==> config.mk <==
export PLATFORM = sky130hd
export DESIGN_NAME = ps2_cmd_sequencer
export DESIGN_NICKNAME = d
export VERILOG_FILES = /design/src/rtl/ps2_cmd_sequencer.sv
export SDC_FILE = /design/constraint.sdc
export NUM_CORES = 1
export LEC_CHECK = 0
export BUFFER_PORTS_ARGS = -buffer_cell sky130_fd_sc_hd__buf_2
export CORE_ASPECT_RATIO = 1.1
export CORE_UTILIZATION = 24
export DETAILED_ROUTE_END_ITERATION = 8
export PLACE_DENSITY = 0.39
export SYNTH_ARGS = -nofsm -noshare
export SYNTH_HDL_FRONTEND = slang
export SYNTH_SLANG_ARGS = --single-unit
==> constraint.sdc <==
create_clock -name clk -period 3.5 [get_ports clk]
set_clock_uncertainty 0.05 [all_clocks]
set_input_delay 0.35 -clock clk [delete_from_list [all_inputs] [get_ports clk]]
set_output_delay 0.35 -clock clk [all_outputs]
set_load 0.05 [all_outputs]
==> src/rtl/ps2_cmd_sequencer.sv <==
// Host-side PS/2 command sequencer: keyboard reset at power-up and LED updates,
// driving the open-drain clock/data lines and handling ACK, RESEND, timeouts and retries.
module ps2_cmd_sequencer #(
  parameter int unsigned INHIBIT_CYC = 2400,
  parameter int unsigned TIMEOUT_CYC = 480000,
  parameter int unsigned MAX_RETRY   = 3
) (
  input  logic       clk,
  input  logic       reset_n,
  input  logic       ps2_clk_in,
  input  logic       ps2_dat_in,
  output logic       ps2_clk_oe,
  output logic       ps2_dat_oe,
  input  logic       rx_valid,
  input  logic [7:0] rx_data,
  input  logic       led_req,
  input  logic [2:0] led_val,
  output logic       busy,
  output logic       init_done,
  output logic       error
);

  localparam int unsigned TW = $clog2(TIMEOUT_CYC + 1);
  localparam int unsigned AW = $clog2(MAX_RETRY + 1);

  localparam logic [7:0] CMD_RESET   = 8'hFF;
  localparam logic [7:0] CMD_LED     = 8'hED;
  localparam logic [7:0] RSP_ACK     = 8'hFA;
  localparam logic [7:0] RSP_RESEND  = 8'hFE;
  localparam logic [7:0] RSP_BAT_OK  = 8'hAA;
  localparam logic [7:0] RSP_BAT_ERR = 8'hFC;

  typedef enum logic [2:0] {
    ST_IDLE, ST_INHIBIT, ST_START, ST_TXBITS, ST_ACK, ST_WAIT_RESP, ST_WAIT_BAT
  } state_e;

  state_e        state_q, state_d;
  logic [TW-1:0] tmr_q, tmr_d;
  logic [AW-1:0] attempt_q, attempt_d;
  logic [3:0]    bitcnt_q, bitcnt_d;
  logic [10:0]   sh_q, sh_d;
  logic          seq_init_q, seq_init_d;
  logic          step_q, step_d;
  logic [7:0]    led_byte_q, led_byte_d;
  logic          init_pend_q, init_pend_d;
  logic          led_pend_q, led_pend_d;
  logic          led_seen_q, led_seen_d;
  logic          clk_oe_q, clk_oe_d;
  logic          dat_oe_q, dat_oe_d;
  logic          busy_q, busy_d;
  logic          init_done_q, init_done_d;
  logic          error_q, error_d;

  logic [2:0]    clk_sync_q;
  logic [1:0]    dat_sync_q;
  logic          fall_edge;
  logic          dat_line;
  logic          timed_out;
  logic          fail;
  logic          done;
  logic [7:0]    cur_byte;

  // Two-flop synchronizers plus one delay flop on the clock for edge detection
  always_ff @(posedge clk or negedge reset_n) begin
    if (!reset_n) begin
      clk_sync_q <= 3'b111;
      dat_sync_q <= 2'b11;
    end else begin
      clk_sync_q <= {clk_sync_q[1:0], ps2_clk_in};
      dat_sync_q <= {dat_sync_q[0], ps2_dat_in};
    end
  end

  assign fall_edge = clk_sync_q[2] & ~clk_sync_q[1];
  assign dat_line  = dat_sync_q[1];
  assign timed_out = (tmr_q == TW'(TIMEOUT_CYC - 1));
  assign cur_byte  = seq_init_q ? CMD_RESET : (step_q ? led_byte_q : CMD_LED);

  always_ff @(posedge clk or negedge reset_n) begin
    if (!reset_n) begin
      state_q     <= ST_IDLE;
      tmr_q       <= '0;
      attempt_q   <= '0;
      bitcnt_q    <= '0;
      sh_q        <= '1;
      seq_init_q  <= 1'b0;
      step_q      <= 1'b0;
      led_byte_q  <= '0;
      init_pend_q <= 1'b1;
      led_pend_q  <= 1'b0;
      led_seen_q  <= 1'b0;
      clk_oe_q    <= 1'b0;
      dat_oe_q    <= 1'b0;
      busy_q      <= 1'b0;
      init_done_q <= 1'b0;
      error_q     <= 1'b0;
    end else begin
      state_q     <= state_d;
      tmr_q       <= tmr_d;
      attempt_q   <= attempt_d;
      bitcnt_q    <= bitcnt_d;
      sh_q        <= sh_d;
      seq_init_q  <= seq_init_d;
      step_q      <= step_d;
      led_byte_q  <= led_byte_d;
      init_pend_q <= init_pend_d;
      led_pend_q  <= led_pend_d;
      led_seen_q  <= led_seen_d;
      clk_oe_q    <= clk_oe_d;
      dat_oe_q    <= dat_oe_d;
      busy_q      <= busy_d;
      init_done_q <= init_done_d;
      error_q     <= error_d;
    end
  end

  always_comb begin
    state_d     = state_q;
    tmr_d       = tmr_q + TW'(1);
    attempt_d   = attempt_q;
    bitcnt_d    = bitcnt_q;
    sh_d        = sh_q;
    seq_init_d  = seq_init_q;
    step_d      = step_q;
    led_byte_d  = led_byte_q;
    init_pend_d = init_pend_q;
    led_pend_d  = led_pend_q | led_req;
    led_seen_d  = led_seen_q | (led_req & seq_init_q & (state_q != ST_IDLE));
    init_done_d = init_done_q;
    error_d     = 1'b0;
    fail        = 1'b0;
    done        = 1'b0;

    case (state_q)
      ST_IDLE: begin
        if (init_pend_q) begin
          init_pend_d = 1'b0;
          seq_init_d  = 1'b1;
          step_d      = 1'b0;
          attempt_d   = '0;
          led_seen_d  = 1'b0;
          state_d     = ST_INHIBIT;
        end else if (led_pend_q) begin
          led_pend_d  = led_req;
          seq_init_d  = 1'b0;
          step_d      = 1'b0;
          attempt_d   = '0;
          state_d     = ST_INHIBIT;
        end
      end
      // Clock held low INHIBIT_CYC cycles in total; the last one overlaps the start bit
      ST_INHIBIT: begin
        if (tmr_q == TW'(INHIBIT_CYC - 2)) begin
          sh_d     = {1'b1, ~^cur_byte, cur_byte, 1'b0};
          bitcnt_d = '0;
          state_d  = ST_START;
        end
      end
      ST_START: state_d = ST_TXBITS;
      ST_TXBITS: begin
        if (timed_out) begin
          fail = 1'b1;
        end else if (fall_edge) begin
          sh_d     = {1'b1, sh_q[10:1]};
          bitcnt_d = bitcnt_q + 4'd1;
          if (bitcnt_q == 4'd9) state_d = ST_ACK;
        end
      end
      ST_ACK: begin
        if (timed_out) begin
          fail = 1'b1;
        end else if (fall_edge) begin
          if (!dat_line) state_d = ST_WAIT_RESP;
          else           fail    = 1'b1;
        end
      end
      ST_WAIT_RESP: begin
        if (timed_out) begin
          fail = 1'b1;
        end else if (rx_valid) begin
          if (rx_data == RSP_ACK) begin
            if (seq_init_q) begin
              state_d = ST_WAIT_BAT;
            end else if (!step_q) begin
              step_d     = 1'b1;
              led_byte_d = {5'b0, led_val};
              attempt_d  = '0;
              state_d    = ST_INHIBIT;
            end else begin
              done = 1'b1;
            end
          end else if (rx_data == RSP_RESEND) begin
            fail = 1'b1;
          end
        end
      end
      ST_WAIT_BAT: begin
        if (timed_out) begin
          fail = 1'b1;
        end else if (rx_valid) begin
          if (rx_data == RSP_BAT_OK) begin
            init_done_d = 1'b1;
            done        = 1'b1;
          end else if (rx_data == RSP_BAT_ERR) begin
            fail = 1'b1;
          end
        end
      end
      default: state_d = ST_IDLE;
    endcase

    if (fail) begin
      if (attempt_q == AW'(MAX_RETRY - 1)) begin
        error_d = 1'b1;
        done    = 1'b1;
      end else begin
        attempt_d = attempt_q + AW'(1);
        state_d   = ST_INHIBIT;
      end
    end

    // A finished or aborted init swallows LED requests that predate it
    if (done) begin
      state_d = ST_IDLE;
      if (seq_init_q && !led_seen_d) led_pend_d = 1'b0;
    end

    if ((state_d != state_q) || (state_d == ST_IDLE)) tmr_d = '0;

    clk_oe_d = (state_d == ST_INHIBIT) || (state_d == ST_START);
    dat_oe_d = ((state_d == ST_START) || (state_d == ST_TXBITS)) && !sh_d[0];
    busy_d   = (state_d != ST_IDLE);
  end

  assign ps2_clk_oe = clk_oe_q;
  assign ps2_dat_oe = dat_oe_q;
  assign busy       = busy_q;
  assign init_done  = init_done_q;
  assign error      = error_q;

endmodule

==> results.sh <==
export IMPL_status="finished, violations left"
export IMPL_violations="design-rule violations"
export IMPL_grt_pass1_vias=2483
export IMPL_synth_cell_types=71
export IMPL_synth_edf_count=0
export IMPL_die_h_um=123
export IMPL_rsz0062_at_grt="false"
export IMPL_cts_buffers=9
export IMPL_ys_warn_count=0
export IMPL_stdcell_count=505
export IMPL_gr_usage_met3_pct=2.57
export IMPL_setup_viol=0
export IMPL_grt_max_degree=32
export IMPL_p_leak_nw=1.58
export IMPL_fin_nets=364
export IMPL_vias=2456
export IMPL_ys_top_cells_by_area="dfrtp_1 32%, dfstp_2 14%, xnor2_1 3.6%"
export IMPL_path_class="flip-flop to flip-flop"
export IMPL_synth_fa_ha_area_share_pct=1.58
export IMPL_crit_arrival_ns=3.34
export IMPL_synth_xor_area_share_pct=6.07
export IMPL_synth_nets=332
export IMPL_gp_congestion=0.735
export IMPL_h_tree_depth=3
export IMPL_slew_headroom_pct=24.3
export IMPL_holdBufCountCts=0
export IMPL_vias_per_cell=4.86
export IMPL_drc=5
export IMPL_grt_use_total_pct=12.9
export IMPL_grt_pass1_wl_mm=13.3
export IMPL_synth_top_cell_by_area="dfrtp_1"
export IMPL_place_ws_ns=0.316
export IMPL_layout_min_cycle_time_ns=3.15
export IMPL_ir_worst_vdd_uv=202
export IMPL_core_area_um2=12800
export IMPL_die_area_um2=13700
export IMPL_final_antenna_net_count=0
export IMPL_path_clk_slew_ns=0.05
export IMPL_n_antenna_cell=0
export IMPL_path_max_fanout=19
export IMPL_synth_ff_type="dfrtp_1"
export IMPL_post_route_util_pct=29.8
export IMPL_top_usage_layer="met2"
export IMPL_synthMuxAreaShare_pct=1.38
export IMPL_cts_tree="done"
export IMPL_clk_latency_ns=0.33
export IMPL_ctsRootBufferMaster="clkbuf_16"
export IMPL_dp_hpwl_mm=5.76
export IMPL_totalWireLength_mm=7.80
export IMPL_io_pins=22
export IMPL_overflow=0
export IMPL_ys_ff_latch=57
export IMPL_post_cts_buffers=0
export IMPL_syn2layout_area_growth_pct=19.7
export IMPL_maxSlewViolCount=0
export IMPL_rows=43
export IMPL_tightest_slew_ns=1.13
export IMPL_tns_ns=0
export IMPL_max_cap_violations=0
export IMPL_required_ns=3.69
export IMPL_ys_seq_area_share_pct=45.6
export IMPL_grt_use_met2_pct=21.3
export IMPL_place_inst=489
export IMPL_critPathLaunchType="flip-flop"
export IMPL_drt_iter0_drc=98
export IMPL_synth_compound_area_share_pct=18.0
export IMPL_yosysTopAreaCellShare_pct=31.5
export IMPL_netlist_instances=311
export IMPL_clock_sinks=57
export IMPL_async_flop_share_pct=100
export IMPL_mappedNetlistArea_um2=3180
export IMPL_synth_simple_area_share_pct=24.2
export IMPL_start_util_pct=24.9
export IMPL_end_kind="flip-flop"
export IMPL_hold_viol=0
export IMPL_hold_class="input port to async pin"
export IMPL_post_cts_resized=0
export IMPL_fp_dieW_um=112
export IMPL_routedWlPerCell_um=15.4
export IMPL_dr_pass1_iters=6
export IMPL_drive_gt1_share_pct=28.4
export IMPL_port_buffers=21
export IMPL_antenna_found_initial=0
export IMPL_use_met1_pct=15.5
export IMPL_pwr_density_cell_nw_per_um2=428
export IMPL_max_freq_mhz=317
export IMPL_cts_buffer_depth=2
export IMPL_synth_top_family_by_area="simple AND/OR/NAND/NOR gates"
export IMPL_setup_ws_ns=0.348
export IMPL_finalCritPeriodShare_pct=90.1
export IMPL_syn_avg_cell_area_um2=10.2
[report_power, final]
part / switching (mW) / internal [mW]
logic: 0.0201 / 0.0101
clock network: 0.313 / 0.618
registers: 0.00146 / 0.666
total: 0.334 / 1.29
[sequential cells by signal, indices dropped and copies added (netlist names)]
| register | cells |
|---|---|
| state_q | 3 |
| step_q | 1 |
| dat_sync_q | 2 |
| attempt_q | 2 |
| init_done | 1 |
| led_pend_q | 1 |
| clk_sync_q | 3 |
| led_byte_q | 3 |
| led_seen_q | 1 |
| sh_q | 11 |
| ps2_clk_oe | 1 |
| ps2_dat_oe | 1 |
| tmr_q | 19 |
| seq_init_q | 1 |
| bitcnt_q | 4 |
| busy | 1 |
| init_pend_q | 1 |
| error | 1 |
[metal layers]
metal  share of wire [%]  vias up
met2                  49       45
met1                  44     1203
li1                    -     1193
met5                   0        -
met4                 2.8        0
met3                 3.8       15
[path summary, 6_finish.rpt]
kind,from,slack (ns),cells past startpoint,end
setup / recovery,tmr_q[0],0.35,9,tmr_q[18]
hold / removal,reset_n,0.02,1,seq_init_q
setup reg to reg,tmr_q[0],0.35,9,tmr_q[18]
hold reg to reg,dat_sync_q[0],0.30,0,dat_sync_q[1]
max in group asynchronous,reset_n,2.37,3,sh_q[10]
min in group clk,ps2_clk_in,0.06,1,clk_sync_q[0]
[cells in the final DEF, fill, tap and decap left out, types with 7 or more instances in the layout]
cell type / synthesis / final
and3_1: 8 / 8
a21oi_1: 16 / 16
nor2_1: 28 / 28
nand2_1: 28 / 28
a21oi_2: 10 / 10
clkbuf_16: 0 / 9
buf_4: 0 / 10
xnor2_1: 13 / 13
inv_1: 11 / 11
nor3_1: 7 / 7
nand3_1: 15 / 15
o21ai_0: 11 / 11
buf_2: 1 / 21
dfstp_2: 17 / 17
xor2_1: 9 / 9
dfrtp_1: 40 / 40
[cells by family (layout without fill, tap and decap cells)]
group	count (synthesis)	in the layout
simple gates	131	131
buf+inv	21	58
compound gates	72	72
flops	57	57
xor+xnor	22	22
mux	4	4
fa+ha+maj	4	4
[metrics by stage]
step | instance area (µm²) | hold slack (ns) | power, mW
detailed placement | 3490 | 0.297 | 0.710
global route | 3800 | 0.0518 | 1.69
CTS | 3800 | 0.0542 | 1.65
finish | 3800 | 0.0234 | 1.63
global placement | 3490 | 0.297 | 0.709
floorplan | 3180 | 0.00441 | 0.682
[cells in the mapped netlist (5+ instances only)]
| master | instances |
|---|---|
| o21ai_0 | 11 |
| and3_1 | 8 |
| a21oi_1 | 16 |
| dfrtp_1 | 40 |
| xor2_1 | 9 |
| nand2b_1 | 5 |
| nand3_1 | 15 |
| inv_1 | 11 |
| nor3_1 | 7 |
| nand4_1 | 5 |
| dfstp_2 | 17 |
| nand2_1 | 28 |
| clkbuf_1 | 7 |
| a21oi_2 | 10 |
| nor2_1 | 28 |
| xnor2_1 | 13 |
[critical path: stages (launching register included)]
cell and delay, ns:
dfrtp_1 0.40, inv_1 0.06, ha_1 0.14, or4bb_1 0.41
nor3_1 0.42, and2_1 0.27, o22ai_2 0.13, nor4_4 0.34
o211ai_2 0.50, a21oi_1 0.32
[cell type report]
cell class | instances | area, µm²
Fill cell | 1310 | 8950
Clock buffer | 10 | 229
Inverter | 11 | 41.3
Tap cell | 157 | 196
Sequential cell | 57 | 1450
Timing Repair Buffer | 31 | 180
Multi-Input combinational cell | 233 | 1630
Clock inverter | 6 | 82.6
Note: power is estimated with default switching activity, not from simulation.
